## src/rtl/service_2_countdown_pkg.sv

```systemverilog
// service_2_countdown_pkg: shared states, BCD digit limits and mm:ss field positions
package service_2_countdown_pkg;
    typedef enum logic [2:0] {IDLE, LOADED, RUN, PAUSE, DONE} state_t;
    localparam int NUM_W = 16;
    localparam logic [3:0] DIGIT_MAX = 4'd9;
    localparam logic [3:0] SEC_TENS_WRAP = 4'd5;
    localparam int SO_LSB = 0;
    localparam int ST_LSB = 4;
    localparam int MO_LSB = 8;
    localparam int MT_LSB = 12;
endpackage

```

## src/rtl/service_2_countdown_if.sv

```systemverilog
// service_2_countdown_if: load/run controls in, remaining time and status out
interface service_2_countdown_if;
    logic finish1;
    logic [service_2_countdown_pkg::NUM_W-1:0] num_in;
    logic spdt2;
    logic push_c;
    logic [service_2_countdown_pkg::NUM_W-1:0] num_out;
    logic running;
    logic done;
    logic blink;
    modport master (output finish1, num_in, spdt2, push_c, input num_out, running, done, blink);
    modport slave (input finish1, num_in, spdt2, push_c, output num_out, running, done, blink);
endinterface

```

## src/rtl/service_2_countdown_bcd_mmss_dec.sv

```systemverilog
// bcd_mmss_dec: one-second BCD mm:ss decrement that saturates at 00:00
module bcd_mmss_dec
    import service_2_countdown_pkg::*;
(
    input  logic [NUM_W-1:0] num,
    output logic [NUM_W-1:0] next_num,
    output logic             is_zero
);
    logic [3:0] so, st, mo, mt;
    logic [3:0] so_n, st_n, mo_n, mt_n;
    logic b0, b1, b2;
    assign so = num[SO_LSB +: 4];
    assign st = num[ST_LSB +: 4];
    assign mo = num[MO_LSB +: 4];
    assign mt = num[MT_LSB +: 4];
    // each bN marks a borrow rippling past the digit below
    assign b0 = so == 4'd0;
    assign b1 = b0 & (st == 4'd0);
    assign b2 = b1 & (mo == 4'd0);
    assign so_n = b0 ? DIGIT_MAX : so - 4'd1;
    assign st_n = b1 ? SEC_TENS_WRAP : b0 ? st - 4'd1 : st;
    assign mo_n = b2 ? DIGIT_MAX : b1 ? mo - 4'd1 : mo;
    assign mt_n = b2 ? mt - 4'd1 : mt;
    assign next_num = (num == '0) ? '0 : {mt_n, mo_n, st_n, so_n};
    assign is_zero = next_num == '0;
endmodule

```

## src/rtl/service_2_countdown.sv

```systemverilog
// service_2_countdown: loads a BCD mm:ss value on finish1 rise, counts down once
// per TICK_DIV run cycles and latches an alarm with a blinking indicator at 00:00
module service_2_countdown
    import service_2_countdown_pkg::*;
#(
    parameter int TICK_DIV = 100_000_000
) (
    input logic clk,
    input logic reset,
    service_2_countdown_if.slave bus
);
    localparam int PW = (TICK_DIV > 2) ? $clog2(TICK_DIV) : 1;
    localparam logic [PW-1:0] PRE_LAST = PW'(TICK_DIV - 1);
    state_t state_q, state_d;
    logic [NUM_W-1:0] cnt_q, cnt_d, dec_num;
    logic [PW-1:0] pre_q, pre_d;
    logic dec_zero, finish1_q, blink_q, blink_d, running_q, done_q, tick, load;
    bcd_mmss_dec u_dec (
        .num(cnt_q),
        .next_num(dec_num),
        .is_zero(dec_zero)
    );
    assign tick = pre_q == PRE_LAST;
    assign load = bus.finish1 & ~finish1_q;
    always_comb begin
        state_d = state_q;
        cnt_d = cnt_q;
        pre_d = pre_q;
        blink_d = blink_q;
        if (bus.push_c) begin
            state_d = IDLE;
            cnt_d = '0;
            pre_d = '0;
            blink_d = 1'b0;
        end else begin
            case (state_q)
                IDLE: if (load) begin
                    cnt_d = bus.num_in;
                    pre_d = '0;
                    state_d = (bus.num_in == '0) ? DONE : LOADED;
                end
                LOADED: state_d = bus.spdt2 ? RUN : LOADED;
                RUN: begin
                    pre_d = tick ? '0 : pre_q + 1'b1;
                    cnt_d = tick ? dec_num : cnt_q;
                    state_d = (tick && dec_zero) ? DONE : bus.spdt2 ? RUN : PAUSE;
                end
                PAUSE: state_d = bus.spdt2 ? RUN : PAUSE;
                DONE: begin
                    pre_d = tick ? '0 : pre_q + 1'b1;
                    cnt_d = '0;
                    blink_d = tick ? ~blink_q : blink_q;
                end
                default: state_d = IDLE;
            endcase
        end
    end
    always_ff @(posedge clk or posedge reset) begin
        if (reset) begin
            state_q <= IDLE;
            cnt_q <= '0;
            pre_q <= '0;
            finish1_q <= 1'b0;
            blink_q <= 1'b0;
            running_q <= 1'b0;
            done_q <= 1'b0;
        end else begin
            state_q <= state_d;
            cnt_q <= cnt_d;
            pre_q <= pre_d;
            finish1_q <= bus.finish1;
            blink_q <= blink_d;
            running_q <= state_d == RUN;
            done_q <= state_d == DONE;
        end
    end
    assign bus.num_out = cnt_q;
    assign bus.running = running_q;
    assign bus.done = done_q;
    assign bus.blink = blink_q;
endmodule

```

## src/flat_wrapper.sv

```systemverilog
// flat-port wrapper written by rule: the top's interface ports become plain ports
module service_2_countdown_flat import service_2_countdown_pkg::*;
#(
    parameter int TICK_DIV = 100_000_000
)
  (clk, reset, bus_finish1, bus_num_in, bus_spdt2, bus_push_c, bus_num_out, bus_running, bus_done, bus_blink);
  service_2_countdown_if bus_i ();
  input logic clk;
  input logic reset;
  input wire logic [$bits(bus_i.finish1)-1:0] bus_finish1;
  input wire logic [$bits(bus_i.num_in)-1:0] bus_num_in;
  input wire logic [$bits(bus_i.spdt2)-1:0] bus_spdt2;
  input wire logic [$bits(bus_i.push_c)-1:0] bus_push_c;
  output wire logic [$bits(bus_i.num_out)-1:0] bus_num_out;
  output wire logic [$bits(bus_i.running)-1:0] bus_running;
  output wire logic [$bits(bus_i.done)-1:0] bus_done;
  output wire logic [$bits(bus_i.blink)-1:0] bus_blink;
  assign bus_i.finish1 = bus_finish1;
  assign bus_i.num_in = bus_num_in;
  assign bus_i.spdt2 = bus_spdt2;
  assign bus_i.push_c = bus_push_c;
  assign bus_num_out = bus_i.num_out;
  assign bus_running = bus_i.running;
  assign bus_done = bus_i.done;
  assign bus_blink = bus_i.blink;
  service_2_countdown #(.TICK_DIV(TICK_DIV)) u_core (.clk(clk), .reset(reset), .bus(bus_i));
endmodule
```

## config.mk

```make
export PLATFORM = sky130hd
export DESIGN_NAME = service_2_countdown_flat
export DESIGN_NICKNAME = d
export VERILOG_FILES = /design/src/rtl/service_2_countdown_pkg.sv /design/src/rtl/service_2_countdown_if.sv /design/src/rtl/service_2_countdown_bcd_mmss_dec.sv /design/src/rtl/service_2_countdown.sv /design/src/flat_wrapper.sv
export SDC_FILE = /design/constraint.sdc
export NUM_CORES = 1
export LEC_CHECK = 0
export CAP_MARGIN = 5
export CORE_MARGIN = 3
export CORE_UTILIZATION = 24
export DETAILED_ROUTE_END_ITERATION = 7
export GPL_TIMING_DRIVEN = 0
export SLEW_MARGIN = 10
export SYNTH_ARGS = -nofsm -noshare
export SYNTH_HDL_FRONTEND = slang
export SYNTH_SLANG_ARGS = --single-unit
```

## constraint.sdc

```tcl
create_clock -name clk -period 2.8 [get_ports clk]
set_clock_uncertainty 0.1 [all_clocks]
set_input_delay 0.84 -clock clk [delete_from_list [all_inputs] [get_ports clk]]
set_output_delay 0.84 -clock clk [all_outputs]
set_load 0.01 [all_outputs]
```

==> results.yml <==
status:
  run_status: "completed"
worst_setup_path:
  worstSetupPathType: "flip-flop to flip-flop"
  crit_path_cell_trace: "inv_2 -> ha_2 -> or3b_1 -> buf_6 -> o41ai_2 -> o21ai_1 -> or4b_4 -> nor3_1 -> a21oi_1"
  r2r_setup_slack_ns: 0.10
  path_buf_inv: 2
  required_ns: 2.88
  r2r_start: "u_core.bus.num_out[0]"
  crit_arrival_ns: 2.78
  crit_fanout: 9
  r2r-end: "u_core.state_q[0]"
  setup.worst_path.end_class: "flip-flop"
  cp_slowest_cell: "or4b_4"
  crit_path_start_kind: "flip-flop"
  crit_path_start: "u_core.bus.num_out[0]"
  critical_path.max_stage_delay_ns: 0.56
  reg2reg_depth: 9
  critical-path-top-delay-family: "simple AND/OR/NAND/NOR gates"
global_route:
  grt_overflow_total: 0
  grt_pass1_vias: 3236
  grt_pass1_wl_mm: 16.28
  grt_max_degree: 30
  antenna_found_initial: 0
  track_usage_pct: 13.38
synth:
  synth_edf_count: 0
  ys_seq_area_share_pct: 38.34
  syn_area_per_cell_um2: 8.346
  async_flop_share_pct: 100.0
  synth-main-ff-cell: "dfrtp_1"
  ys_types: 55
  yosys_warnings: 0
  synth-seq-cells: 50
  synth_cells: 391
  syn_nets: 421
  syn_area_um2: 3263
layout:
  fillCellCount: 1321
  nets: 474
  drive_above_1_share_pct: 12.36
  seq_area_um2: 1254
  stdcell_count: 617
  multi_input_area_um2: 1912
  area_growth_pct: 28.41
  n_antenna_cell: 0
timing:
  max_freq_mhz: 370.6
  setup_viol: 0
  slew_headroom_pct: 39.76
  fin_crit_ns: 2.698
  slew_viol_final: 0
  hold_viol_final: 0
  timing.hold.ws_ns: 0.3900
  worst_pin_slew_ns: 0.9016
  timing.final.crit_share_pct: 96.36
floorplan:
  pin_count: 40
  die_w_um: 122.6
  dieArea_um2: 15030
  die_y_um: 122.6
  rows: 41
  coreArea_um2: 12980
  start_util_pct: 25.14
power:
  max-vdd-ir-drop_v: 0.0001906
  leakagePower_nw: 1.678
  cellPowerDensity_nw_per_um2: 490.0
  power_mw: 2.053
cts:
  tritoncts: "yes"
  clk_latency_ns: 0.30
  cts.sinks: 50
  ctsHtreeMaxLevel: 2
  hold_buffers: 0
  cts_buffers: 5
  cts.root.buffer_cell: "clkbuf_16"
  clkTransAtPathRegs_ns: 0.07
  cts_buffer_depth: 2
min_path:
  min_path_cells: 1
  min_to: "u_core.pre_q[16]"
  holdCritPathClass: "flip-flop to flip-flop"
  hp-start: "u_core.pre_q[16]"
routing:
  drc: 0
  drt_wl_total_mm: 9.819
  drt-initial-drc-count: 276
  num_vias: 3328
  antenna_left: 0
  via_per_inst: 5.394
  routedWlPerCell_um: 15.91
  drt-pass1-iter-count: 4
placed_design:
  io_buffer_count: 38
  hpwlAfterDp_mm: 7.048
  dp_cells: 602
  place.gp.congestion: 0.9147
job:
  maxCapViolations: 0
## cells in the final DEF (no fill, tap or decap), types with 3 or more instances in the layout
cell type | synthesis | final
dfrtp_1 | 50 | 48
nand2_1 | 42 | 42
clkdlybuf4s50_1 | 0 | 38
o21ai_0 | 32 | 32
a21oi_1 | 30 | 29
nor2_1 | 29 | 29
o31ai_1 | 24 | 23
nand4_1 | 16 | 16
inv_1 | 15 | 13
nor4_1 | 12 | 11
nand3_1 | 11 | 11
buf_4 | 0 | 9
nor3_1 | 11 | 9
clkbuf_1 | 14 | 8
ha_1 | 9 | 7
buf_2 | 7 | 6
mux2i_1 | 6 | 6
clkbuf_4 | 0 | 5
nor3b_1 | 7 | 5
a21o_1 | 5 | 5
a22oi_1 | 5 | 5
xnor2_1 | 5 | 5
clkbuf_16 | 0 | 5
and3_1 | 4 | 4
and2_1 | 4 | 4
a31oi_1 | 4 | 4
xor2_1 | 3 | 3
nor3_2 | 1 | 3
or4_1 | 3 | 3
nor2b_1 | 3 | 3
## kinds of logic (layout without fill, tap and decap cells)
kind of cell	Yosys count	count (layout)	share of synthesized area (%)
buffers and inverters	39	93	4.984
DFF	50	50	38.34
xor gates and xnor gates	8	8	2.147
adders and majority gates	9	9	3.451
muxes	7	7	2.186
AOI/OAI and AO/OA	119	119	23.16
and+or+nand+nor	159	159	25.73
## layer usage
layer	track usage, %	vias up	part of all wire [%]
met4	2.659	0	0.80
met2	22.43	121	48
met1	18.09	1643	45
met5	0	-	0
met3	2.488	9	6.8
li1	-	1555	-
## flip-flops by register name (all words and copies together), names as in the netlist
name	flops
u_core.pre_q	27
u_core.bus.num_out	16
u_core.state_q	3
u_core.bus.blink	1
u_core.bus.done	1
u_core.bus.running	1
u_core.finish1_q	1
## repair_timing
action	CTS	global route
pin swaps	1	0
setup buffers	1	6
setup endpoints to repair	23	40
gates resized for setup	8	33
## final cells by class
| cell class | count | area share (%) |
|---|---|---|
| plain buffers | 24 | 3.195 |
| inverters | 15 | 1.344 |
| repair buffers | 46 | 10.81 |
| multi-input cells | 302 | 45.63 |
| clock buffers | 6 | 3.076 |
| well taps | 172 | 5.136 |
| flip-flops and latches | 50 | 29.92 |
| clock inverters | 2 | 0.8958 |
## synthesized netlist by cell type (all sizes together), types with 3 or more instances
| master | instances | area (um^2) |
|---|---|---|
| nor2 | 30 | 115.1 |
| a21oi | 30 | 150.1 |
| xor2 | 3 | 26.28 |
| o31ai | 24 | 180.2 |
| a31oi | 4 | 25.02 |
| nand4 | 16 | 100.1 |
| nor3b | 9 | 77.57 |
| o21ai | 33 | 165.2 |
| o41ai | 3 | 33.79 |
| nand3 | 11 | 55.05 |
| xnor2 | 5 | 43.79 |
| clkbuf | 14 | 52.55 |
| nand2 | 42 | 157.7 |
| or4 | 3 | 22.52 |
| and2 | 4 | 25.02 |
| or3b | 3 | 26.28 |
| inv | 15 | 56.30 |
| mux2i | 6 | 60.06 |
| nor2b | 3 | 18.77 |
| a21o | 5 | 37.54 |
| a22oi | 5 | 37.54 |
| dfrtp | 50 | 1251 |
| ha | 9 | 112.6 |
| nor3 | 12 | 65.06 |
| nor4 | 12 | 75.07 |
| buf | 10 | 53.80 |
| and3 | 4 | 25.02 |
## worst max path at each step
stage | end | cells after the start
finish | u_core.state_q[0] | 9
global route | u_core.state_q[0] | 9
CTS | u_core.pre_q[3] | 8
detailed placement | u_core.pre_q[3] | 8
global placement | u_core.pre_q[3] | 8
floorplan | u_core.state_q[0] | 9
## where the power goes
part	internal (mW)	total (mW)	switching (mW)
clock network	0.423	0.703	0.280
registers	0.752	0.803	0.0515
logic	0.248	0.547	0.299
total	1.42	2.05	0.631
## metrics by stage
| stage | util [%] | area (um^2) | setup TNS (ns) | setup WS (ns) |
|---|---|---|---|---|
| floorplan | - | 3263 | 0 | 0.2148 |
| global placement | 29.73 | 3859 | -38.89 | -0.7235 |
| detailed placement | 29.89 | 3879 | -16.55 | -0.7642 |
| CTS | 31.39 | 4074 | -0.002420 | -0.002420 |
| global route | 32.29 | 4190 | -0.03714 | -0.01017 |
| finish | 32.29 | 4190 | 0 | 0.1019 |
(Power assumes the default switching activity.)
